### config.mk
export PLATFORM = sky130hd
export DESIGN_NAME = center_of_mass_acc
export DESIGN_NICKNAME = d
export VERILOG_FILES = /design/src/rtl/center_of_mass_acc.sv
export SDC_FILE = /design/constraint.sdc
export NUM_CORES = 1
export LEC_CHECK = 0
export BUFFER_PORTS_ARGS = -buffer_cell sky130_fd_sc_hd__buf_2
export CORE_UTILIZATION = 41
export DETAILED_ROUTE_END_ITERATION = 8
export PLACE_DENSITY = 0.61
export RECOVER_POWER = 100
export SLEW_MARGIN = 20
export SYNTH_ARGS = -nofsm -noshare
export SYNTH_HDL_FRONTEND = slang
export SYNTH_SLANG_ARGS = --single-unit
export TNS_END_PERCENT = 100
### constraint.sdc
create_clock -name clk_in -period 4.4 [get_ports clk_in]
set_input_delay 0.44 -clock clk_in [delete_from_list [all_inputs] [get_ports clk_in]]
set_output_delay 0.44 -clock clk_in [all_outputs]
set_load 0.02 [all_outputs]
### src/rtl/center_of_mass_acc.sv
// Purpose: per-frame centre of mass of thresholded pixels (floor of mean x/y).
// Latency: com_valid_out pulses SUM_W+1 cycles after an accepted tabulate_in.
// Backpressure: none; pixels are always accepted, extra tabulates while busy drop that frame.
module center_of_mass_acc #(
    parameter int WIDTH      = 320,
    parameter int HEIGHT     = 240,
    parameter int MIN_PIXELS = 16,
    parameter int SUM_W      = 32
) (
    input  logic        clk_in,
    input  logic        rst_n_in,
    input  logic [10:0] x_in,
    input  logic [9:0]  y_in,
    input  logic        valid_in,
    input  logic        mask_in,
    input  logic        tabulate_in,
    output logic [10:0] x_com_out,
    output logic [9:0]  y_com_out,
    output logic        com_valid_out,
    output logic        busy_out
);

    // Pixel count width: a full 320x240 frame needs 17 bits.
    localparam int CNT_W  = 17;
    localparam int ITER_W = $clog2(SUM_W);
    localparam logic [ITER_W-1:0] LAST_ITER  = ITER_W'(SUM_W - 1);
    localparam logic [CNT_W-1:0]  MIN_COUNT  = CNT_W'(MIN_PIXELS);
    localparam logic [SUM_W-1:0]  X_MAX_SUM  = SUM_W'(WIDTH - 1);
    localparam logic [SUM_W-1:0]  Y_MAX_SUM  = SUM_W'(HEIGHT - 1);
    localparam logic [10:0]       X_MAX      = 11'(WIDTH - 1);
    localparam logic [9:0]        Y_MAX      = 10'(HEIGHT - 1);

    typedef enum logic [1:0] {
        ST_ACCUM  = 2'd0,
        ST_DIVIDE = 2'd1,
        ST_DONE   = 2'd2
    } state_t;

    state_t             r_state;

    // Live accumulators for the frame currently streaming in.
    logic [SUM_W-1:0]   r_x_sum;
    logic [SUM_W-1:0]   r_y_sum;
    logic [CNT_W-1:0]   r_count;

    // Divider: the quotient registers start holding the dividend and shift
    // quotient bits in from the bottom as dividend bits leave the top.
    logic [SUM_W-1:0]   r_div_x_q;
    logic [SUM_W-1:0]   r_div_y_q;
    logic [SUM_W-1:0]   r_div_x_rem;
    logic [SUM_W-1:0]   r_div_y_rem;
    logic [CNT_W-1:0]   r_divisor;
    logic [ITER_W-1:0]  r_iter;

    logic               w_pix;
    logic [SUM_W-1:0]   w_x_ext;
    logic [SUM_W-1:0]   w_y_ext;
    logic [SUM_W:0]     w_divisor_ext;
    logic [SUM_W:0]     w_x_shift;
    logic [SUM_W:0]     w_y_shift;
    logic [SUM_W:0]     w_x_diff;
    logic [SUM_W:0]     w_y_diff;
    logic               w_x_ge;
    logic               w_y_ge;
    logic [10:0]        w_x_quo_clamped;
    logic [9:0]         w_y_quo_clamped;

    assign w_pix         = valid_in & mask_in;
    assign w_x_ext       = SUM_W'(x_in);
    assign w_y_ext       = SUM_W'(y_in);
    assign w_divisor_ext = (SUM_W + 1)'(r_divisor);

    // One restoring-division step for both quotients against the shared divisor.
    // The partial remainder stays below twice the divisor, so the top bit of the
    // difference is a reliable borrow flag.
    always_comb begin
        w_x_shift = {r_div_x_rem, r_div_x_q[SUM_W-1]};
        w_y_shift = {r_div_y_rem, r_div_y_q[SUM_W-1]};
        w_x_diff  = w_x_shift - w_divisor_ext;
        w_y_diff  = w_y_shift - w_divisor_ext;
        w_x_ge    = ~w_x_diff[SUM_W];
        w_y_ge    = ~w_y_diff[SUM_W];
    end

    // Clamp the finished quotients into the visible frame.
    always_comb begin
        w_x_quo_clamped = (r_div_x_q > X_MAX_SUM) ? X_MAX : r_div_x_q[10:0];
        w_y_quo_clamped = (r_div_y_q > Y_MAX_SUM) ? Y_MAX : r_div_y_q[9:0];
    end

    // Live accumulation; a tabulate restarts the frame, and a masked pixel in
    // the tabulate cycle is the first pixel of the new frame.
    always_ff @(posedge clk_in) begin
        if (!rst_n_in) begin
            r_x_sum <= '0;
            r_y_sum <= '0;
            r_count <= '0;
        end else if (tabulate_in) begin
            r_x_sum <= w_pix ? w_x_ext : '0;
            r_y_sum <= w_pix ? w_y_ext : '0;
            r_count <= w_pix ? CNT_W'(1) : '0;
        end else if (w_pix) begin
            r_x_sum <= r_x_sum + w_x_ext;
            r_y_sum <= r_y_sum + w_y_ext;
            r_count <= r_count + 1'b1;
        end
    end

    // Control FSM with the divider datapath and registered outputs.
    always_ff @(posedge clk_in) begin
        if (!rst_n_in) begin
            r_state       <= ST_ACCUM;
            r_div_x_q     <= '0;
            r_div_y_q     <= '0;
            r_div_x_rem   <= '0;
            r_div_y_rem   <= '0;
            r_divisor     <= '0;
            r_iter        <= '0;
            x_com_out     <= '0;
            y_com_out     <= '0;
            com_valid_out <= 1'b0;
            busy_out      <= 1'b0;
        end else begin
            com_valid_out <= 1'b0;
            case (r_state)
                ST_ACCUM: begin
                    if (tabulate_in) begin
                        // Snapshot the finished frame; too few pixels means no COM.
                        r_div_x_q   <= r_x_sum;
                        r_div_y_q   <= r_y_sum;
                        r_div_x_rem <= '0;
                        r_div_y_rem <= '0;
                        r_divisor   <= r_count;
                        r_iter      <= '0;
                        if (r_count >= MIN_COUNT) begin
                            r_state  <= ST_DIVIDE;
                            busy_out <= 1'b1;
                        end
                    end
                end
                ST_DIVIDE: begin
                    r_div_x_q   <= {r_div_x_q[SUM_W-2:0], w_x_ge};
                    r_div_y_q   <= {r_div_y_q[SUM_W-2:0], w_y_ge};
                    r_div_x_rem <= w_x_ge ? w_x_diff[SUM_W-1:0] : w_x_shift[SUM_W-1:0];
                    r_div_y_rem <= w_y_ge ? w_y_diff[SUM_W-1:0] : w_y_shift[SUM_W-1:0];
                    r_iter      <= r_iter + 1'b1;
                    if (r_iter == LAST_ITER) begin
                        r_state  <= ST_DONE;
                        busy_out <= 1'b0;
                    end
                end
                ST_DONE: begin
                    x_com_out     <= w_x_quo_clamped;
                    y_com_out     <= w_y_quo_clamped;
                    com_valid_out <= 1'b1;
                    r_state       <= ST_ACCUM;
                end
                default: begin
                    r_state  <= ST_ACCUM;
                    busy_out <= 1'b0;
                end
            endcase
        end
    end

endmodule
==> metrics.txt <==
# TYPE chip_impl_metric gauge
chip_impl_metric{name="ys_types",unit=""} 86
chip_impl_metric{name="async_flop_share",unit=""} 0
chip_impl_metric{name="drv_cap",unit=""} 4
chip_impl_metric{name="grt_antenna_before_repair",unit=""} 1
chip_impl_metric{name="worst_clock_skew",unit="ns"} 0.0154
chip_impl_metric{name="die_w",unit="µm"} 188
chip_impl_metric{name="data_arrival_critical_path",unit="ns"} 4.29
chip_impl_metric{name="finalWirelength",unit="mm"} 37.8
chip_impl_metric{name="syn_inst",unit=""} 1798
chip_impl_metric{name="mean_instance_size_in_the_synthesized_netlist",unit="µm²"} 7.92
chip_impl_metric{name="detailedRoute.firstIterationViolations",unit=""} 955
chip_impl_metric{name="route.detailed.drc",unit=""} 0
chip_impl_metric{name="cts.repair.resized",unit=""} 0
chip_impl_metric{name="synth_compound_gate_area_share",unit=""} 0.219
chip_impl_metric{name="utilization_after_layout",unit=""} 0.463
chip_impl_metric{name="critical_path_required",unit="ns"} 4.85
chip_impl_metric{name="first_global_vias",unit=""} 12200
chip_impl_metric{name="gr-total-overflow",unit=""} 0
chip_impl_metric{name="syn-num-nets",unit=""} 1887
chip_impl_metric{name="power_per_cell_area",unit="nW/µm²"} 331
chip_impl_metric{name="yosys_warnings",unit=""} 0
chip_impl_metric{name="path_depth",unit=""} 12
chip_impl_info{name="startpoint",value="r_div_x_q[31]$_SDFFE_PN0P_"} 1
chip_impl_info{name="synth_top_cells_by_area",value="sky130_fd_sc_hd__dfxtp_1 36%, sky130_fd_sc_hd__nand2_1 7.1%, sky130_fd_sc_hd__nor2_1 5.6%"} 1
chip_impl_metric{name="reg2reg_depth",unit=""} 12
chip_impl_info{name="clock-root-buffer",value="sky130_fd_sc_hd__clkbuf_16"} 1
chip_impl_info{name="run_status",value="finished with violations"} 1
chip_impl_metric{name="initial_core_util",unit=""} 0.420
chip_impl_metric{name="grt_start_max_net_pins",unit=""} 85
chip_impl_metric{name="met3WireLength",unit="mm"} 1.63
chip_impl_metric{name="fin_nets",unit=""} 1875
chip_impl_info{name="tritoncts_clock_tree",value="done"} 1
chip_impl_metric{name="post_synth_fa_ha_maj_area_fraction",unit=""} 0.0575
chip_impl_metric{name="grt_first_pass_wirelength",unit="mm"} 63.6
chip_impl_metric{name="critical_path_peak_fanout",unit=""} 15
chip_impl_metric{name="finalWorstSetupSlack",unit="ns"} 0.560
chip_impl_metric{name="post-cts-setup-buffer-count",unit=""} 0
chip_impl_metric{name="vdd.ir_drop.worst",unit="mV"} 0.325
chip_impl_info{name="synth_flop_cell",value="sky130_fd_sc_hd__dfxtp_1"} 1
chip_impl_metric{name="route.detailed.wl_per_inst",unit="µm"} 16.8
chip_impl_metric{name="cts_inserted_buffers",unit=""} 29
chip_impl_metric{name="post_route_minimum_period",unit="ns"} 3.84
chip_impl_metric{name="yosys_register_bits",unit=""} 256
chip_impl_metric{name="wl_met2",unit="mm"} 17.3
chip_impl_metric{name="xor_xnor_share_of_the_synthesized_area",unit=""} 0.0627
chip_impl_metric{name="dpl_hpwl",unit="mm"} 25.5
chip_impl_metric{name="largest_incremental_delay_on_the_critical_path",unit="ns"} 0.53
chip_impl_metric{name="finalSetupViolations",unit=""} 0
chip_impl_metric{name="post-place-ws",unit="ns"} 0.681
chip_impl_metric{name="detail_route.first_pass.iterations",unit=""} 5
chip_impl_metric{name="slew-limit-headroom",unit=""} -0.401
chip_impl_metric{name="viasPerCell",unit=""} 5.75
chip_impl_metric{name="port-buffer-count",unit=""} 48
chip_impl_info{name="highest_layer",value="met5"} 1
chip_impl_metric{name="synth.cell_area",unit="µm²"} 14200
chip_impl_info{name="grt_setup_unrepaired",value="no"} 1
chip_impl_info{name="crit_type",value="reg2reg"} 1
chip_impl_metric{name="wl_met1",unit="mm"} 18.1
chip_impl_metric{name="hold_slack",unit="ns"} 0.138
chip_impl_metric{name="synthesis_to_finish_area_growth",unit="%"} 10.1
chip_impl_info{name="capturing_point_of_the_worst_reg2reg_path",value="r_div_x_rem[5]$_SDFFE_PN0P_"} 1
chip_impl_info{name="r2r_start",value="r_div_x_q[31]$_SDFFE_PN0P_"} 1
chip_impl_metric{name="synth.top_cell.area_share",unit=""} 0.360
chip_impl_metric{name="io-pin-count",unit=""} 49
chip_impl_metric{name="die_outline_area",unit="µm²"} 35500
chip_impl_info{name="yosysTopAreaCell",value="sky130_fd_sc_hd__dfxtp_1"} 1
chip_impl_metric{name="cts_hold_buffers",unit=""} 0
chip_impl_metric{name="final-max-slew-violation-count",unit=""} 245
chip_impl_info{name="crit_path_end_kind",value="register"} 1
chip_impl_info{name="hold_path_class",value="in2reg"} 1
chip_impl_metric{name="p_leak",unit="µW"} 0.00578
chip_impl_metric{name="synthSimpleGateAreaFrac",unit=""} 0.244
chip_impl_info{name="critical_path.endpoint",value="r_div_x_rem[5]$_SDFFE_PN0P_"} 1
chip_impl_metric{name="proportion_of_layout_cells_with_a_drive_suffix_above_1",unit=""} 0.0735
chip_impl_metric{name="vias_after_detailed_routing",unit=""} 13000
chip_impl_info{name="violations",value="capacitance limit, slew limit"} 1
chip_impl_info{name="largest_family_of_logic_cells_by_synthesized_area",value="simple AND/OR/NAND/NOR gates"} 1
chip_impl_metric{name="num_antenna_cells",unit=""} 0
chip_impl_info{name="critPathMostFrequentCell",value="sky130_fd_sc_hd__inv_1"} 1
chip_impl_metric{name="num-fill-cells",unit=""} 3408
chip_impl_metric{name="worst_skew_pair.late_latency",unit="ns"} 0.57
chip_impl_info{name="cells_along_the_critical_path",value="inv_1 > ha_1 > inv_1 > fa_1 > a21oi_1 > o221ai_1 > o311ai_2 > a32o_1 > a31oi_2 > or2_1 > or3_1 > a311oi_1"} 1
chip_impl_info{name="slowest_stage",value="sky130_fd_sc_hd__or2_1"} 1
chip_impl_metric{name="ctsLongestPathBuffers",unit=""} 3
chip_impl_metric{name="gp_congestion",unit=""} 0.885
chip_impl_metric{name="rrSetupSlack",unit="ns"} 0.56
chip_impl_info{name="cp-start-kind",value="register"} 1
chip_impl_metric{name="die_h",unit="µm"} 188
chip_impl_metric{name="hold_viol",unit=""} 0
chip_impl_metric{name="synth_seq_area_share",unit=""} 0.360
chip_impl_metric{name="worstPathBufferInverterCount",unit=""} 2
chip_impl_info{name="critical-path-top-delay-family",value="compound AO/OA/AOI/OAI gates"} 1
chip_impl_metric{name="track_usage",unit=""} 0.213
chip_impl_metric{name="total_number_of_placement_rows",unit=""} 67
chip_impl_metric{name="cts.clk_slew.worst_paths",unit="ns"} 0.06
chip_impl_metric{name="fin_setup_tns",unit="ns"} 0
chip_impl_metric{name="clock-sinks",unit=""} 256
chip_impl_metric{name="synthMuxAreaShare",unit=""} 0.00852
chip_impl_metric{name="htree_levels",unit=""} 1
chip_impl_metric{name="finalCritPeriodShare",unit=""} 0.873
chip_impl_metric{name="ant_nets",unit=""} 0
chip_impl_metric{name="synth_edf_count",unit=""} 0
chip_impl_metric{name="fmax",unit="MHz"} 260
chip_impl_metric{name="fp.coreArea",unit="µm²"} 33900
chip_impl_metric{name="max_slew.worst_pin.slew",unit="ns"} 2.10
==> tightest hold or removal path, delay by kind of cell <==
family                 cells  cell delay (ns)
buffers and inverters      1             0.09
AO/OA/AOI/OAI              1             0.07
AND/OR/NAND/NOR            1             0.07
==> final cells by class <==
class                      instances  area (µm²)  area share
multi-input combinational       1371        8430       0.538
clock buffer                      36         782      0.0499
inverter                          56         213      0.0136
tap                              448         561      0.0358
sequential                       256        5120       0.327
clock inverter                    18         206      0.0132
timing repair buffer              72         354      0.0226
==> synth_stat cells, types with 36 or more instances <==
cell and number:
sky130_fd_sc_hd__nand2_1 269, sky130_fd_sc_hd__dfxtp_1 256, sky130_fd_sc_hd__nor2_1 214, sky130_fd_sc_hd__a21oi_1 109
sky130_fd_sc_hd__clkbuf_1 95, sky130_fd_sc_hd__o21ai_0 77, sky130_fd_sc_hd__xnor2_1 63, sky130_fd_sc_hd__a311oi_1 60
sky130_fd_sc_hd__ha_1 59, sky130_fd_sc_hd__inv_1 55, sky130_fd_sc_hd__nand3_1 50, sky130_fd_sc_hd__xor2_1 39
sky130_fd_sc_hd__nor3_1 36
==> logic make-up after synthesis <==
logic type	after synthesis
mux	12
xor+xnor	102
simple gates	747
compound gates	447
buf+inv	171
flops	256
fa+ha+maj	63
==> per-layer routing <==
| metal | GRT usage | vias to the layer above |
|---|---|---|
| li1 | - | 6453 |
| met3 | 0.0278 | 64 |
| met4 | 0.0509 | 2 |
| met1 | 0.295 | 6193 |
| met2 | 0.352 | 259 |
| met5 | 0 | - |
==> through the flow <==
| stage | total power (µW) | instances | cell area, µm² |
|---|---|---|---|
| after global routing | 5380 | 2257 | 15700 |
| after floorplan | 2640 | 1798 | 14200 |
| after global placement | 2730 | 2203 | 14800 |
| after detailed placement | 2730 | 2203 | 14800 |
| after CTS | 5250 | 2257 | 15800 |
| final | 5190 | 2257 | 15700 |
==> flip-flops by register name, indices dropped and copies added (netlist names) <==
signal and cells:
y_com_out 10, r_divisor 17, r_count 17, com_valid_out 1, r_y_sum 32, r_iter 5, r_div_x_rem 32, x_com_out 11
r_div_y_rem 32, r_state 2, r_div_x_q 32, busy_out 1, r_x_sum 32, r_div_y_q 32
==> worst min-delay path by stage <==
stage / startpoint / to / slack, ns / cells past startpoint
after floorplan: r_divisor[10]$_SDFFE_PN0P_ / r_divisor[10]$_SDFFE_PN0P_ / 0.44 / 2
after detailed placement: busy_out$_SDFFE_PN0P_ / busy_out$_SDFFE_PN0P_ / 0.45 / 2
final: y_in[2] / r_y_sum[2]$_SDFFE_PN0P_ / 0.14 / 3
after CTS: x_in[0] / r_x_sum[0]$_SDFFE_PN0P_ / 0.11 / 3
after global routing: x_in[0] / r_x_sum[0]$_SDFFE_PN0P_ / 0.13 / 3
after global placement: r_divisor[5]$_SDFFE_PN0P_ / r_divisor[5]$_SDFFE_PN0P_ / 0.44 / 2
==> power breakdown <==
| group | switching [µW] | internal [µW] | total, µW |
|---|---|---|---|
| clock | 1060 | 1450 | 2510 |
| combinational | 220 | 108 | 327 |
| sequential | 15.9 | 2330 | 2350 |
==> layout by cell type (no fill, tap or decap), drive strengths merged, types with 28 or more instances in the layout <==
cell type	netlist	final
ha	59	59
dfxtp	256	256
nand3	50	50
nor2	215	215
xor2	39	39
a21oi	109	109
clkbuf	95	71
nor3	37	37
and3	28	28
o21ai	79	79
buf	19	37
xnor2	63	63
a311oi	60	60
inv	55	58
nor4	29	29
a31oi	29	29
nand2	270	270
No activity file was read; power rests on OpenSTA's default activity.
